## config.mk

```make
export PLATFORM = sky130hd
export DESIGN_NAME = lvds_rx_align_ctrl
export DESIGN_NICKNAME = d
export VERILOG_FILES = /design/src/rtl/lvds_rx_pkg.sv /design/src/rtl/lvds_lane_checker.sv /design/src/rtl/lvds_rx_align_ctrl.sv
export SDC_FILE = /design/constraint.sdc
export NUM_CORES = 1
export LEC_CHECK = 0
export CORE_UTILIZATION = 50
export CTS_CLUSTER_DIAMETER = 50
export CTS_CLUSTER_SIZE = 20
export DETAILED_ROUTE_END_ITERATION = 12
export PLACE_DENSITY = 0.94
export SLEW_MARGIN = 20
export SYNTH_ARGS = -nofsm -noshare
export SYNTH_HDL_FRONTEND = slang
export SYNTH_SLANG_ARGS = --single-unit
```

## constraint.sdc

```tcl
create_clock -name parallel_clk -period 4.5 [get_ports parallel_clk]
set_input_delay 1.125 -clock parallel_clk [delete_from_list [all_inputs] [get_ports parallel_clk]]
set_output_delay 1.125 -clock parallel_clk [all_outputs]
set_load 0.03 [all_outputs]
```

## src/rtl/lvds_rx_pkg.sv

```systemverilog
// Shared constants, state encoding and helpers for the LVDS 7:1 receiver link-bring-up controller.
package lvds_rx_pkg;

    localparam int NUM_LANES = 4;
    localparam int LANE_W    = 7;
    localparam int RETRY_W   = 4;

    localparam logic [LANE_W-1:0] DEFAULT_TRAIN_PATTERN = 7'h63;

    typedef enum logic [2:0] {
        IDLE,
        RESET_RX,
        WAIT_ALIGN,
        VERIFY,
        RETRY,
        LOCKED,
        FAIL
    } align_state_t;

    function automatic logic [RETRY_W-1:0] sat_inc_retry(input logic [RETRY_W-1:0] v);
        return (v == {RETRY_W{1'b1}}) ? v : v + 1'b1;
    endfunction

endpackage

```

## src/rtl/lvds_lane_checker.sv

```systemverilog
// Per-lane training-word comparator: registers data==pattern, held at 0 while its enable is low.
module lvds_lane_checker
    import lvds_rx_pkg::*;
(
    input  logic              parallel_clk,
    input  logic              resetn,
    input  logic              en_i,
    input  logic [LANE_W-1:0] pattern_i,
    input  logic [LANE_W-1:0] data_i,
    output logic              lane_ok_o
);

    logic lane_ok_d;
    logic lane_ok_q;

    always_comb begin
        lane_ok_d = en_i && (data_i == pattern_i);
    end

    // NOTE: flops use non-blocking assignments so every register samples pre-edge values.
    always_ff @(posedge parallel_clk) begin
        if (!resetn) begin
            lane_ok_q <= 1'b0;
        end else begin
            lane_ok_q <= lane_ok_d;
        end
    end

    assign lane_ok_o = lane_ok_q;

endmodule

```

## src/rtl/lvds_rx_align_ctrl.sv

```systemverilog
// Link-bring-up sequencer for the 4-lane LVDS 7:1 receiver: reset, wait for alignment, verify training word, lock or retry.
// Optional relock statistics output enabled by defining LVDS_RX_ALIGN_STATS_EN.
module lvds_rx_align_ctrl
    import lvds_rx_pkg::*;
#(
    parameter int unsigned       RST_CYCLES    = 16,
    parameter int unsigned       ALIGN_TIMEOUT = 4096,
    parameter int unsigned       VERIFY_CYCLES = 64,
    parameter int unsigned       MAX_RETRY     = 8,
    parameter logic [LANE_W-1:0] TRAIN_PATTERN = DEFAULT_TRAIN_PATTERN
) (
    input  logic                        parallel_clk,
    input  logic                        resetn,
    input  logic                        en,
    input  logic                        start,
    input  logic [NUM_LANES-1:0]        align_i,
    input  logic [NUM_LANES*LANE_W-1:0] rdata_i,
    output logic                        rx_resetn_o,
    output logic [LANE_W-1:0]           train_pat_o,
    output logic                        locked_o,
    output logic                        fail_o,
    output logic [NUM_LANES-1:0]        lane_ok_o,
    output logic [RETRY_W-1:0]          retry_cnt_o
`ifdef LVDS_RX_ALIGN_STATS_EN
    ,
    output logic [15:0]                 relock_cnt_o
`endif
);

    localparam int unsigned TMR_MAX = (ALIGN_TIMEOUT > RST_CYCLES) ? ALIGN_TIMEOUT : RST_CYCLES;
    localparam int unsigned TMR_W   = $clog2(TMR_MAX + 1);
    localparam int unsigned MATCH_W = $clog2(VERIFY_CYCLES + 1);

    localparam logic [TMR_W-1:0]   RST_LAST    = TMR_W'(RST_CYCLES - 1);
    localparam logic [TMR_W-1:0]   TO_LAST     = TMR_W'(ALIGN_TIMEOUT - 1);
    localparam logic [MATCH_W-1:0] MATCH_DONE  = MATCH_W'(VERIFY_CYCLES);
    localparam logic [RETRY_W-1:0] RETRY_LIMIT = RETRY_W'(MAX_RETRY);

    if (MAX_RETRY < 1 || MAX_RETRY > 15) begin : g_bad_max_retry
        $error("MAX_RETRY must be within 1..15");
    end

    align_state_t         state_d, state_q;
    logic [TMR_W-1:0]     timer_d, timer_q;
    logic [MATCH_W-1:0]   match_cnt_d, match_cnt_q;
    logic [RETRY_W-1:0]   retry_cnt_d, retry_cnt_q;
    logic [RETRY_W-1:0]   retry_inc;
    logic                 rx_resetn_d, rx_resetn_q;
    logic                 locked_d, locked_q;
    logic                 fail_d, fail_q;
    logic                 lane_en;
    logic [NUM_LANES-1:0] lane_ok;
    logic                 all_aligned;
    logic                 all_match;

    assign all_aligned = &align_i;
    assign all_match   = &lane_ok;
    assign retry_inc   = sat_inc_retry(retry_cnt_q);

    // NOTE: every variable gets a default before the case so no path can infer a latch.
    always_comb begin
        state_d     = state_q;
        timer_d     = '0;
        match_cnt_d = '0;
        retry_cnt_d = retry_cnt_q;
        if (!en) begin
            state_d     = IDLE;
            retry_cnt_d = '0;
        end else begin
            unique case (state_q)
                IDLE: begin
                    if (start) begin
                        state_d     = RESET_RX;
                        retry_cnt_d = '0;
                    end
                end
                RESET_RX: begin
                    if (timer_q == RST_LAST) state_d = WAIT_ALIGN;
                    else                     timer_d = timer_q + 1'b1;
                end
                WAIT_ALIGN: begin
                    if (timer_q == TO_LAST) begin
                        state_d = RETRY;
                    end else begin
                        timer_d = timer_q + 1'b1;
                        if (all_aligned) state_d = VERIFY;
                    end
                end
                VERIFY: begin
                    // The attempt timeout takes priority over a lock reached on the same cycle.
                    if (timer_q == TO_LAST || !all_aligned) begin
                        state_d = RETRY;
                    end else begin
                        timer_d = timer_q + 1'b1;
                        if (all_match) begin
                            match_cnt_d = match_cnt_q + 1'b1;
                            if (match_cnt_d == MATCH_DONE) state_d = LOCKED;
                        end
                    end
                end
                RETRY: begin
                    retry_cnt_d = retry_inc;
                    state_d     = (retry_inc == RETRY_LIMIT) ? FAIL : RESET_RX;
                end
                LOCKED: begin
                    if (!all_aligned) begin
                        state_d     = RESET_RX;
                        retry_cnt_d = '0;
                    end
                end
                FAIL: begin
                    if (start) begin
                        state_d     = RESET_RX;
                        retry_cnt_d = '0;
                    end
                end
                default: state_d = IDLE;
            endcase
        end
    end

    // Outputs are registered from the next state so they change together with the state.
    always_comb begin
        rx_resetn_d = state_d inside {WAIT_ALIGN, VERIFY, RETRY, LOCKED};
        locked_d    = (state_d == LOCKED);
        fail_d      = (state_d == FAIL);
        lane_en     = state_d inside {VERIFY, LOCKED};
    end

    always_ff @(posedge parallel_clk) begin
        if (!resetn) begin
            state_q     <= IDLE;
            timer_q     <= '0;
            match_cnt_q <= '0;
            retry_cnt_q <= '0;
            rx_resetn_q <= 1'b0;
            locked_q    <= 1'b0;
            fail_q      <= 1'b0;
        end else begin
            state_q     <= state_d;
            timer_q     <= timer_d;
            match_cnt_q <= match_cnt_d;
            retry_cnt_q <= retry_cnt_d;
            rx_resetn_q <= rx_resetn_d;
            locked_q    <= locked_d;
            fail_q      <= fail_d;
        end
    end

    for (genvar i = 0; i < NUM_LANES; i++) begin : g_lane
        lvds_lane_checker u_lane_checker (
            .parallel_clk (parallel_clk),
            .resetn       (resetn),
            .en_i         (lane_en),
            .pattern_i    (TRAIN_PATTERN),
            .data_i       (rdata_i[i*LANE_W +: LANE_W]),
            .lane_ok_o    (lane_ok[i])
        );
    end

`ifdef LVDS_RX_ALIGN_STATS_EN
    logic [15:0] relock_cnt_d, relock_cnt_q;

    always_comb begin
        relock_cnt_d = relock_cnt_q;
        if (state_q == LOCKED && state_d == RESET_RX && relock_cnt_q != 16'hFFFF) begin
            relock_cnt_d = relock_cnt_q + 16'd1;
        end
    end

    always_ff @(posedge parallel_clk) begin
        if (!resetn) relock_cnt_q <= '0;
        else         relock_cnt_q <= relock_cnt_d;
    end

    assign relock_cnt_o = relock_cnt_q;
`else
    // Relock statistics are compiled out in this build.
`endif

    assign rx_resetn_o = rx_resetn_q;
    assign train_pat_o = TRAIN_PATTERN;
    assign locked_o    = locked_q;
    assign fail_o      = fail_q;
    assign lane_ok_o   = lane_ok;
    assign retry_cnt_o = retry_cnt_q;

endmodule
```

# == Word-level counts from Yosys, hierarchy flattened ==
# Cells that the tools add are included.
# W data, S select, Z words.
# classes
n_reduce_logical,16
n_bitwise,4
n_mux,19
n_addsub,3
n_eq_ne,22
# ops
cell,n
$mux W13,3
$pmux W13 S3,1
$eq A7 B7 Y1 const B,5
$mux W3,10
$eq A3 B3 Y1 const B,6
$pmux W3 S6,1
$add A13 B1 Y13 const B,1
$eq A13 B12 Y1 const B,1
$eq A13 B4 Y1 const B,1
$eq A3 B2 Y1 const B,4
$mux W4,3
$pmux W4 S3,1
$eq A4 B4 Y1 const B,2
$reduce_and A4 Y1,2
$add A7 B1 Y7 const B,1
$reduce_or A5 Y1,1
$add A4 B1 Y4 const B,1
$logic_and A1 B1 Y1,4
$not A1 Y1,4
$reduce_bool A4 Y1,1
$eq A3 B1 Y1 const B,1
$logic_not A3 Y1,1
$reduce_and A3 Y1,1
$reduce_bool A3 Y1,1
other kinds (7),7
# totals
ff_bits,34
elab_cells,75
output_inout_bits,18
input_bits,36

# == Longest topological paths before layout ==
# logic_depth
ltp_word,10
depth_mapped,8
mapped_depth_nobuf,7

# == Hierarchy ==
# Synthesis repeated with hierarchy kept, for this count alone.
# hier_totals
hier_cells,235
area_unflattened_um2,2102.0
# by_module_without_submodules
mod,seq_area_each_um2,cells_per_inst,instances,area_per_inst_um2
lvds_rx_align_ctrl,600.6,191,1,1681.6
lvds_lane_checker,20.0,11,4,105.1

# == Worst setup path after synthesis ==
# OpenSTA, ideal clock, no wires.
# synth_timing
path_type,in2reg
start,input port resetn
end,register g_lane[0].u_lane_checker.lane_ok_q
setup_ns,0.070
setup_slack_ns,2.405
path_stages,5
path_buffers,0
t_arrival_ns,2.025
required_time_ns,4.430
path_cell_list,nand2_1 a31o_2 o211ai_1 nand4_1 a21oi_1
# synth_rtl
element,line_no,rtl
start: declaration,lvds_rx_align_ctrl.sv:13,"input logic resetn,"
end signal: assignment,lvds_lane_checker.sv:25,lane_ok_q <= lane_ok_d;
end: declaration,lvds_lane_checker.sv:14,logic lane_ok_q;

# == Worst setup path after layout ==
# layout_timing
start,input port en
end,register g_lane[2].u_lane_checker.lane_ok_q
# layout_via
elab_chain_len,4
word_cells_on_any_way,5
classes_between,eq/ne (2); mux (1); reduce/logical (2)
# layout_lines
element,line_no,rtl
start: declaration,lvds_rx_align_ctrl.sv:14,"input logic en,"
$mux W3 *,lvds_rx_align_ctrl.sv:66,if (!en) begin
$eq A3 B2 Y1 or $eq A3 B3 Y1 (tied branches),lvds_rx_align_ctrl.sv:127,"lane_en = state_d inside {VERIFY, LOCKED};"
$reduce_bool A2 Y1 *,lvds_rx_align_ctrl.sv:127,
$logic_and A1 B1 Y1 *,lvds_lane_checker.sv:17,lane_ok_d = en_i && (data_i == pattern_i);
end signal: assignment,lvds_lane_checker.sv:25,
end: declaration,lvds_lane_checker.sv:14,
# Every way passes the cells marked *; elsewhere a longest branch is shown, timed or not.
# A chain may end at the register's enable or synchronous reset.

==> results_dict.tcl <==
set metrics [dict create \
    status "finished, final reports clean" \
    hold_viol_final 0 \
    cp_slowest_cell "clkdlybuf4s50_1" \
    drt_iter0_drc 53 \
    slowest_delay_ps 570 \
    nets 286 \
    drc 0 \
    cts_resized 0 \
    routed_via_density 5.38 \
    cts_buffer_depth 2 \
    cts_buffers 5 \
    grt_pass1_vias 1473 \
    p_clk_share_pct 30.2 \
    r2r-end "timer_q[12]" \
    rows 21 \
    cp.required_ps 4770 \
    worst_slew_pin_slew_ps 609 \
    initial_core_util_pct 52.3 \
    yosysTopAreaCell "dfxtp_1" \
    crit_end "g_lane[2].u_lane_checker.lane_ok_o" \
    p_per_area_mw_per_mm2 227 \
    yosys.cell_types.count 42 \
    syn_to_final_growth_pct 27.7 \
    ctsRootBufferMaster "clkbuf_4" \
    cts_max_level 2 \
    max_freq_ghz 0.376 \
    postRouteWirelength_um 4030 \
    cts_tree "yes" \
    max-cap-violations 0 \
    synth_edf_count 0 \
    core-area_mm2 0.00334 \
    synthFlopType "dfxtp_1" \
    place_congestion 0.777 \
    yosysWarnings 0 \
    cp-start-kind "primary input" \
    syn_inst 202 \
    grtUsageTotal_pct 23.7 \
    skew_ps 8.72 \
    crit_fanout 6 \
    insertion_delay_ps 340 \
    layout-drive-gt1-share_pct 5.26 \
    dp_hpwl_um 3150 \
    yosysTopAreaCellShare_pct 39.0 \
    portBuffers 46 \
    dieHeight_um 61.1 \
    worst-r2r-cell-count 7 \
    ys_ff_latch 34 \
    ios 54 \
    first_pass_iters 4 \
    leakagePower_uw 0.000729 \
    cp-end-kind "flip-flop" \
    relSlewSlack_pct 58.8 \
    critPathKind "primary input to flip-flop" \
    share_seq_of_total_power_pct 59.7 \
    antenna_found_initial 0 \
    slew_viol_final 0 \
    clk_pin_slew_ps 90 \
    hold_class "flip-flop to flip-flop" \
    wl_per_cell_um 13.8 \
    gr-total-overflow 0 \
    path_cells "clkdlybuf4s50_1 > nand2_1 > a31o_2 > o211ai_1 > nand4_1 > a21oi_1" \
    seq_area_frac_synth_pct 39.0 \
    clkSinkCount 34 \
    worstReg2RegStart "timer_q[0]" \
    pwr-share-comb_pct 10.1 \
    layout_min_cycle_time_ps 2660 \
    synthTopCellsByArea "dfxtp_1, nor2_1, buf_4" \
    p_switching_uw 116 \
    die_width_um 61.1 \
    r2r_setup_slack_ps 2350 \
    syn_area_mm2 0.00175 \
    postCtsSetupRepairBufs 0 \
    setup_violations 0 \
    ant_nets 0 \
    fin_tns_setup_ps 0 \
    p_total_uw 506 \
    syn_avg_cell_area_um2 8.65 \
    dieArea_mm2 0.00373 \
    peakVddDrop_mv 0.150 \
    min_period_over_period_pct 59.1 \
    insertedDiodeCount 0 \
    grt_start_max_net_pins 14 \
    worstPathArrival_ps 2930 \
    async_reset_ff_share_pct 0 \
    rsz0062_at_grt "false" \
    num_vias 1575 \
    cts_hold_buf 0 \
    crit_path_start "en" \
    grt_pass1_wl_um 6390 \
    swShare_pct 22.9 \
    p_int_uw 391 \
    fill_cells 281 \
]
## area by class of cell
class	instances	area [um2]	area share [%]
inverters	4	15.0	0.673
clock buffers	7	45.0	2.02
repair buffers	46	460	20.6
well taps	46	57.6	2.58
multi-input cells	156	972	43.6
flip-flops and latches	34	681	30.5
## per-stage QoR
step,cell area [um2],hold slack (ps),worst slack (ps),cells,utilization [%]
floorplan,1770,418,2400,207,-
global placement,2190,434,1650,286,65.5
detailed placement,2190,440,1520,286,65.5
CTS,2230,458,1830,293,66.9
global route,2230,477,1780,293,66.9
finish,2230,459,1840,293,66.9
## state kept, by name (all words and copies together) (netlist names)
signal,count
rx_resetn_o,1
state_q,3
g_lane.u_lane_checker.lane_ok_o,4
locked_o,1
fail_o,1
match_cnt_q,7
timer_q,13
retry_cnt_o,4
## Yosys cell counts, types with 3 or more instances
master,instances
a21oi_1,9
and4b_1,5
buf_4,11
dfxtp_1,34
ha_1,3
inv_1,4
nand2_1,9
nand2b_1,3
nand3_1,10
nand4_1,12
nor2_1,36
nor2b_1,5
nor4_1,4
o211ai_1,3
o21ai_0,5
xnor2_1,8
xor2_1,9
## worst max-delay path: cells and delay by family
kind	cells	cell delay, ps
AOI/OAI and AO/OA	3	860
buffers and inverters	1	570
and+or+nand+nor	2	370
## kinds of logic after synthesis
family | after synthesis | share of synthesized area (%)
AO/OA/AOI/OAI | 27 | 11.2
XOR/XNOR | 17 | 8.52
adder cells (fa/ha/maj) | 3 | 2.15
buffers and inverters | 17 | 6.45
flip-flops | 34 | 39.0
multiplexers | 1 | 0.573
other | 2 | 0.430
AND/OR/NAND/NOR | 101 | 31.7
## routing by layer
metal / up-vias / GRT usage (%) / wire (um)
li1: 793 / - / -
met5: - / 0 / 0
met3: 14 / 7.77 / 176
met4: 0 / 11.7 / 142
met2: 45 / 39.4 / 2080
met1: 723 / 27.4 / 1630
## power by group through the flow
| stage | Combinational (uW) | Clock (uW) | Sequential, uW |
|---|---|---|---|
| finish | 51.4 | 153 | 302 |
| global route | 55.0 | 170 | 303 |
| CTS | 51.3 | 158 | 302 |
| detailed placement | 51.1 | 0 | 309 |
| global placement | 49.0 | 0 | 309 |
| floorplan | 21.3 | 0 | 309 |
## cells in the final DEF, fill, tap and decap left out, drive strengths merged
cell,netlist,final
a41oi,1,1
nor3,5,5
a32oi,1,1
nor2,36,36
nand2,9,9
and3,2,2
xnor2,8,8
or4,1,1
a211oi,3,3
a31o,1,1
xor2,9,9
nor4,4,4
a21oi,9,9
and4,2,2
nor2b,5,5
o221ai,1,1
ha,3,3
nor3b,1,1
a22oi,1,1
and2,2,2
a21boi,1,1
or3,1,1
or2,2,2
clkbuf,1,7
and4b,5,5
o211ai,3,3
mux2i,1,1
clkdlybuf4s50,0,46
o311ai,1,1
dfxtp,34,34
nand3,10,10
nor4b,1,1
inv,4,4
conb,2,7
nand4,12,12
o21ai,5,5
nand2b,3,3
## worst min-delay path by stage
stage                   start              to  cells past startpoint
3_5_place_dp   match_cnt_q[0]  match_cnt_q[0]                      1
4_1_cts        match_cnt_q[0]  match_cnt_q[0]                      1
5_1_grt        match_cnt_q[0]  match_cnt_q[0]                      1
3_3_place_gp   match_cnt_q[0]  match_cnt_q[0]                      1
6_report       match_cnt_q[0]  match_cnt_q[0]                      1
2_1_floorplan  match_cnt_q[0]  match_cnt_q[0]                      1
Power figures use the tool's default switching activity.
